File: src/rtl/core_pkg.sv
// Shared definitions for the RV32I core datapath: result-select and load
// type encodings, plus the architectural widths used as parameter defaults.
package core_pkg;

  localparam int XLEN       = 32;
  localparam int REG_ADDR_W = 5;

  // Writeback result source, as decoded in ID and carried down the pipe.
  typedef enum logic [1:0] {
    RES_ALU = 2'b00,
    RES_MEM = 2'b01,
    RES_PC4 = 2'b10,
    RES_IMM = 2'b11
  } result_src_t;

  // Load funct3 encodings; 011, 110 and 111 are not legal loads in RV32I.
  typedef enum logic [2:0] {
    LB  = 3'b000,
    LH  = 3'b001,
    LW  = 3'b010,
    LBU = 3'b100,
    LHU = 3'b101
  } load_f3_t;

endpackage

File: src/rtl/load_extend.sv
// Load byte/half lane extraction with sign/zero extension and alignment
// checking. Purely combinational so the store/AMO unit can share it.
module load_extend
  import core_pkg::*;
(
  input  logic [2:0]      funct3,
  input  logic [1:0]      offset,
  input  logic [XLEN-1:0] word,
  output logic [XLEN-1:0] value,
  output logic            misaligned
);

  logic [7:0]  byte_lane;
  logic [15:0] half_lane;

  // Replicate the top bit of a byte into the full word.
  function automatic logic signed [XLEN-1:0] sext8(input logic [7:0] b);
    logic signed [7:0] sb;
    sb = $signed(b);
    return XLEN'(sb);
  endfunction

  // Replicate the top bit of a halfword into the full word.
  function automatic logic signed [XLEN-1:0] sext16(input logic [15:0] h);
    logic signed [15:0] sh;
    sh = $signed(h);
    return XLEN'(sh);
  endfunction

  // Lane selects: byte lane picked by the full offset, half lane by offset[1].
  always_comb begin
    byte_lane = word[{offset, 3'b000} +: 8];
    half_lane = word[{offset[1], 4'b0000} +: 16];
  end

  // Extend the selected lane by load type and flag alignment / encoding faults.
  always_comb begin
    value      = '0;
    misaligned = 1'b0;
    case (funct3)
      LB: begin
        value = sext8(byte_lane);
      end
      LBU: begin
        value = {{(XLEN-8){1'b0}}, byte_lane};
      end
      LH: begin
        value      = sext16(half_lane);
        misaligned = offset[0];
      end
      LHU: begin
        value      = {{(XLEN-16){1'b0}}, half_lane};
        misaligned = offset[0];
      end
      LW: begin
        value      = word;
        misaligned = (offset != 2'b00);
      end
      default: begin
        // Reserved load encodings are reported through the same flag so the
        // stage suppresses the write.
        value      = '0;
        misaligned = 1'b1;
      end
    endcase
  end

endmodule

File: src/rtl/wb_result_stage.sv
// MEM/WB pipeline register plus writeback result selection. Drives the
// register-file write port and the WB forwarding path from registered state
// only, so nothing from the MEM stage reaches the outputs in the same cycle.
module wb_result_stage
  import core_pkg::*;
#(
  parameter int DATA_WIDTH = XLEN,
  parameter int ADDR_WIDTH = REG_ADDR_W
) (
  input  logic                  clk,
  input  logic                  rst,
  input  logic                  stall,
  input  logic                  flush,
  input  logic                  in_valid,
  input  logic [1:0]            in_result_src,
  input  logic [DATA_WIDTH-1:0] in_alu_result,
  input  logic [DATA_WIDTH-1:0] in_read_data,
  input  logic [DATA_WIDTH-1:0] in_pc_plus4,
  input  logic [DATA_WIDTH-1:0] in_imm_ext,
  input  logic [2:0]            in_funct3,
  input  logic [ADDR_WIDTH-1:0] in_rd,
  input  logic                  in_reg_write,
  output logic                  wb_valid,
  output logic [DATA_WIDTH-1:0] wb_result,
  output logic [ADDR_WIDTH-1:0] wb_rd,
  output logic                  wb_reg_write,
  output logic                  wb_misaligned
);

  // The load extractor and lane arithmetic are written for RV32 only.
  generate
    if (DATA_WIDTH != 32) begin : g_width_check
      $error("wb_result_stage: only DATA_WIDTH = 32 is supported");
    end
  endgenerate

  logic                  vld_p0;
  result_src_t           src_p0;
  logic [DATA_WIDTH-1:0] alu_p0;
  logic [DATA_WIDTH-1:0] read_p0;
  logic [DATA_WIDTH-1:0] pc4_p0;
  logic [DATA_WIDTH-1:0] imm_p0;
  logic [2:0]            f3_p0;
  logic [ADDR_WIDTH-1:0] rd_p0;
  logic                  rw_p0;

  logic [DATA_WIDTH-1:0] ext_val;
  logic                  ext_mis;
  logic                  mis;
  logic [DATA_WIDTH-1:0] sel_val;

  // ---- MEM -> WB boundary: reset, then flush, then stall, else capture ----
  always_ff @(posedge clk) begin
    if (rst || flush) begin
      vld_p0  <= 1'b0;
      src_p0  <= RES_ALU;
      alu_p0  <= '0;
      read_p0 <= '0;
      pc4_p0  <= '0;
      imm_p0  <= '0;
      f3_p0   <= '0;
      rd_p0   <= '0;
      rw_p0   <= 1'b0;
    end else if (!stall) begin
      vld_p0  <= in_valid;
      src_p0  <= result_src_t'(in_result_src);
      alu_p0  <= in_alu_result;
      read_p0 <= in_read_data;
      pc4_p0  <= in_pc_plus4;
      imm_p0  <= in_imm_ext;
      f3_p0   <= in_funct3;
      rd_p0   <= in_rd;
      rw_p0   <= in_reg_write;
    end
  end

  load_extend u_load_extend (
    .funct3     (f3_p0),
    .offset     (alu_p0[1:0]),
    .word       (read_p0),
    .value      (ext_val),
    .misaligned (ext_mis)
  );

  // Select the writeback value and qualify the write enable; bubbles and
  // faulting loads present zero so the forwarding mux never sees stale data.
  always_comb begin
    mis = vld_p0 && (src_p0 == RES_MEM) && ext_mis;
    case (src_p0)
      RES_ALU: sel_val = alu_p0;
      RES_MEM: sel_val = ext_val;
      RES_PC4: sel_val = pc4_p0;
      RES_IMM: sel_val = imm_p0;
      default: sel_val = alu_p0;
    endcase
    wb_valid      = vld_p0;
    wb_rd         = rd_p0;
    wb_misaligned = mis;
    wb_result     = (vld_p0 && !mis) ? sel_val : '0;
    wb_reg_write  = vld_p0 && rw_p0 && (rd_p0 != '0) && !mis;
  end

endmodule

File: config.mk
export PLATFORM = sky130hd
export DESIGN_NAME = wb_result_stage
export DESIGN_NICKNAME = d
export VERILOG_FILES = /design/src/rtl/core_pkg.sv /design/src/rtl/load_extend.sv /design/src/rtl/wb_result_stage.sv
export SDC_FILE = /design/constraint.sdc
export NUM_CORES = 1
export LEC_CHECK = 0
export BUFFER_PORTS_ARGS = -buffer_cell sky130_fd_sc_hd__buf_4
export CORE_ASPECT_RATIO = 0.7
export CORE_MARGIN = 8
export CORE_UTILIZATION = 53
export CTS_BUF_LIST = sky130_fd_sc_hd__clkbuf_4 sky130_fd_sc_hd__clkbuf_8 sky130_fd_sc_hd__clkbuf_16
export DETAILED_ROUTE_END_ITERATION = 16
export GPL_TIMING_DRIVEN = 0
export HOLD_SLACK_MARGIN = 0.15
export PLACE_DENSITY_LB_ADDON = 0.12
export SLEW_MARGIN = 25
export SYNTH_ARGS = -nofsm -noshare
export SYNTH_HDL_FRONTEND = slang
export SYNTH_SLANG_ARGS = --single-unit
export TNS_END_PERCENT = 5
File: constraint.sdc
create_clock -name clk -period 2.25 [get_ports clk]
set_input_delay 0.225 -clock clk [delete_from_list [all_inputs] [get_ports clk]]
set_output_delay 0.225 -clock clk [all_outputs]
set_load 0.02 [all_outputs]
Word level (Yosys, flattened, before mapping)
Cells that the tools add are included.

word-level totals
  logic and storage cells = 36
  bits of input ports = 144
  register bits = 140

cells by class
  equality and inequality tests = 7
  reductions and logical operators = 14
  muxes and demuxes = 4
  shift operators = 2

operators with widths
  kind                                                              count
  32-bit one-hot mux with 5 select lines                            1
  32-bit one-hot mux with 4 select lines                            1
  32-bit 2-to-1 mux                                                 1
  32-bit by 6-bit variable part select with 16-bit output           1
  32-bit by 6-bit variable part select with 8-bit output            1
  3-bit == test (second input constant)                             2
  1-bit logical AND                                                 6
  5-bit nonzero test                                                1
  2-bit == test (second input constant)                             2
  2-bit OR reduction                                                2
  3-bit by 1-bit == test with 1-bit output (second input constant)  1
  3-bit by 2-bit == test with 1-bit output (second input constant)  1
  3-bit logical NOT                                                 1
  1-bit one-hot mux with 3 select lines                             1
  2-bit by 1-bit == test with 1-bit output (second input constant)  1
  2-bit logical NOT                                                 1
  2-bit nonzero test                                                1
  1-bit logical NOT                                                 1
  1-bit logical OR                                                  1

Logic depth before layout (Yosys ltp)
  depth in word-level cells = 7
  gate-level depth with buffers = 7
  depth with buffers taken out = 4

Hierarchy
From an unflattened synthesis, not the netlist that was laid out.

second synthesis, totals
  cells, all modules = 632
  area, all modules = 6,678.9 sq um

modules (own cells, without submodules)
  module           sequential area each (sq um)  times used  area an instance (sq um)  cells each
  wb_result_stage  2,802.7                       1           5,974.5                   536
  load_extend      0.0                           1           704.4                     96

Least setup slack after synthesis
OpenSTA, ideal clock, no wires.

  path kind = reg-to-output
  from = register f3_p0[0]
  to = output wb_result[12]
  data arrival time = 1,793 ps
  path slack = 232 ps
  cell stages (with the launch flop) = 5
  cells stage by stage = dfxtp_1 > buf_6 > or4b_1 > o22a_2 > a211oi_1

on the way
  cells in the longest elaborated chain, start to end = 7
  elaborated cells between the ends (all ways) = 14

ends and longest elaborated chain
  what                                                              RTL line               RTL
  start: declaration                                                wb_result_stage.sv:43  logic [2:0] f3_p0;
  start signal: assignment                                          wb_result_stage.sv:71  f3_p0 <= in_funct3;
  3-bit by 1-bit == test with 1-bit output (tied with other cells)  load_extend.sv:40      case (funct3)
  2-bit OR reduction (no source line)                               -
  1-bit one-hot mux with 3 select lines                             load_extend.sv:40
  1-bit logical AND                                                 wb_result_stage.sv:88  mis = vld_p0 && (src_p0 == RES_MEM) && ext_mis;
  1-bit logical NOT                                                 wb_result_stage.sv:99  wb_result = (vld_p0 && !mis) ? sel_val : '0;
  1-bit logical AND                                                 wb_result_stage.sv:99
  32-bit 2-to-1 mux *                                               wb_result_stage.sv:99
  end: declaration                                                  wb_result_stage.sv:24  output logic [DATA_WIDTH-1:0] wb_result,

Every way passes the cells marked *; elsewhere a longest branch is shown, timed or not.

Worst setup path after layout
Same ends and word-level chain as after synthesis.

==> key figures <==
Outcome
  • Outcome: finished, violations left
  • Failing checks: setup timing

Setup path
  • Critical Path Fanout Max: 6
  • Critical Path RT: 2.03 ns
  • Worst Setup Path Type: register to output pin
  • Crit path launch: f3_p0[0]
  • Worst Setup Start Kind: register
  • Worst Setup End Kind: output pin
  • RR Startpoint: src_p0[0]
  • Critical path arrival: 2.25 ns

Global route
  • Initial antenna violation count: 0
  • Total track usage: 33.6%
  • Vias in the first global route: 7842
  • First-pass GRT wire length: 42600 um
  • Largest net degree at the start of global routing: 17
  • GR Overflow Total: 0

Place
  • HPWL after DPL: 17500 um
  • Placed Cells: 1081
  • Dpl cell area: 8210 um^2
  • Final Wtd Congestion: 0.868
  • Port Buf Inserts: 182

Clock tree
  • Inserted Clock Buffers: 17
  • CTS tree: yes
  • Clock sink count: 140
  • CTS max path bufs: 2
  • Clk slew on worst S/H paths: 0.06 ns
  • Clock latency on the worst-skew pair: 0.42 ns
  • H-tree depth reported by CTS: 4
  • CTS root buffer: clkbuf_16

Power and ir drop
  • Logic pwr share: 16.4%
  • Clock network power share: 44.3%
  • P_int: 4.92 mW
  • Worst VDD drop: 621 uV
  • P per Cell Area: 618 nW/um^2
  • Switching share of power: 26.7%
  • Psw: 1.79 mW
  • P_leak: 4.69 nW
  • Seq pwr share: 39.3%

Worst hold path
  • Hold Crit Start: stall
  • Worst min path class: input port to register

Finish
  • Inserted Diodes: 0
  • Final cell count without fillers: 1266
  • Fill count: 598
  • Layout cells sized above 1: 30.6%
  • Final net count: 1236
  • Synth-to-Final Area Change: 63.6%
  • Final instance area: 10900 um^2

Floorplanning
  • Num ports: 184
  • Initial Util: 53.8%
  • Die ar.: 16400 um^2
  • Core footprint: 12300 um^2
  • Chip Height: 110 um
  • Die boundary width: 150 um
  • Site Rows: 34

Detailed routing
  • DR DRC count: 0
  • DRT iter0 DRCs: 641
  • Routed vias/inst: 5.92
  • Post-route ant nets: 0
  • Drt wl/cell: 22.5 um
  • DRT Pass-1 Iters: 6
  • Via count: 7494
  • DRT Wirelength: 28500 um

Timing
  • F_max: 0.404 GHz
  • Smallest setup slack after layout: -0.227 ns
  • Finish-stage setup viols: 33
  • Min Tclk post-route: 2.48 ns
  • Fin. max-slew vios: 0
  • RSZ-0062 raised after global routing: yes
  • Final Cycle Share: 110%
  • Max_slew headroom: 49.1%
  • Worst clock skew: 0 ns
  • Least-Margin Pin Slew: 0.763 ns
  • Fin. Hold Viols: 0
  • Hold WS: 0.473 ns

Yosys
  • Area leader, netlist: dfxtp_1
  • Cell Area, Synth: 6640 um^2
  • Synthesized Nets: 881
  • #FFs+latches synth: 140
  • Post-synth cell types: 39
  • Area contributors post-synth: dfxtp_1 (42%), mux2i_1 (22%), nor2_1 (9.5%), nand2_1 (4.1%), a211oi_1 (3.1%)
  • Sequential fraction of the synthesis area: 42.2%
  • YS warnings: 0
  • Syn Area/Cell: 9.00 um^2
  • Syn Inst Count: 737
  • Yosys top cell area share: 42.2%

Flow run
  • Max_cap viols: 0
[per-stage QoR]
step | power (mW) | worst slack, ns | setup TNS (ns) | util [%]
3_3_place_gp | 3.41 | -0.00392 | -0.00392 | 66.5
2_1_floorplan | 3.09 | 0.232 | 0 | -
4_1_cts | 6.62 | -0.153 | -3.03 | 86.7
6_report | 6.71 | -0.227 | -4.91 | 88.0
3_5_place_dp | 3.44 | 0.00231 | 0 | 66.5
5_1_grt | 6.86 | -0.262 | -6.38 | 88.0
[placed cells by master (no fill, tap or decap), drive strengths merged, types with 4 or more instances in the layout]
cell / netlist / final
a211oi: 30 / 30
o21a: 18 / 18
mux2i: 147 / 147
nand2: 72 / 72
nor2: 168 / 168
a2bb2oi: 14 / 14
o21ai: 6 / 6
mux2: 5 / 5
a221oi: 11 / 11
o2bb2ai: 18 / 18
a21oi: 7 / 7
dfxtp: 140 / 140
dlygate4sd3: 0 / 140
nand2b: 4 / 4
clkbuf: 28 / 46
inv: 2 / 8
buf: 32 / 226
o22ai: 12 / 12
[cells by family after synthesis]
family                 synth area share (%)
DFF                                    42.2
buffers and inverters                  4.39
muxes                                  23.0
AOI/OAI and AO/OA                      14.3
and+or+nand+nor                        16.0
[layer usage]
metal  global-route usage [%]  up-vias  wire [um]
met2                     56.6      491      13400
met3                     8.59       99       2890
met5                        0        -          0
li1                         -     3289          -
met4                     16.1        0       1290
met1                     39.9     3615      10900
[synthesized netlist by cell type, drive strengths merged]
cell type  instances
a221oi            11
a211oi            30
nand3              1
inv                2
a21oi              7
or4b               1
o21ai              6
nand2b             4
or2                3
o22a               2
nor4               1
nor4b              1
o31ai              1
nor2             168
nor2b              1
clkbuf            28
mux2               5
o21bai             2
o2bb2ai           18
dfxtp            140
and2b              1
nor3b              2
mux2i            147
nor3               2
a2bb2oi           14
o22ai             12
or3                1
buf               32
nand2             72
or3b               1
o21a              18
or4                3
[area by class of cell]
| type | instances | area, um^2 | share of cell area, % |
|---|---|---|---|
| Multi-Input combinational cell | 535 | 3900 | 35.9 |
| Timing Repair Buffer | 337 | 2940 | 27.1 |
| Sequential cell | 140 | 2820 | 25.9 |
| Clock buffer | 17 | 425 | 3.92 |
| Buffer | 59 | 377 | 3.47 |
| Tap cell | 162 | 203 | 1.87 |
| Clock inverter | 14 | 183 | 1.68 |
| Inverter | 2 | 7.51 | 0.0692 |
[state kept, by name, summed over array words and instances, names as in the netlist]
name      cells
wb_valid      1
f3_p0         3
rw_p0         1
alu_p0       32
imm_p0       32
read_p0      32
pc4_p0       32
wb_rd         5
src_p0        2
[power groups by stage]
stage	Combinational (mW)	Sequential [mW]	Clock, mW
after global placement	0.738	2.68	0
after detailed placement	0.761	2.68	0
final	1.10	2.64	2.97
after CTS	1.02	2.63	2.97
after global routing	1.16	2.64	3.06
after floorplan	0.433	2.66	0
[worst max-delay path, cell delays in order (launching register included)]
cell and delay, ns:
dfxtp_4 0.36, bufbuf_16 0.26, buf_4 0.14, nand2b_2 0.15
o21bai_4 0.13, a221oi_1 0.47, a211oi_4 0.15, buf_6 0.17
[repair_timing]
item | CTS | global route
hold buffers | 140 | 0
buffers inserted | 8 | 5
resized for setup | 96 | 34
cloned | 1 | 1
hold endpoints to repair | 140 | 0
pin swaps | 19 | 12
setup endpoints to repair | 33 | 33
[final timing paths]
check	endpoint	slack (ns)	cells past startpoint
worst max-delay path	wb_result[12]	-0.23	7
worst min-delay path	alu_p0[22]	0.47	4
worst max register to register	src_p0[0]	1.11	4
worst min register to register	pc4_p0[20]	0.50	2
Note: power is estimated with default switching activity, not from simulation.
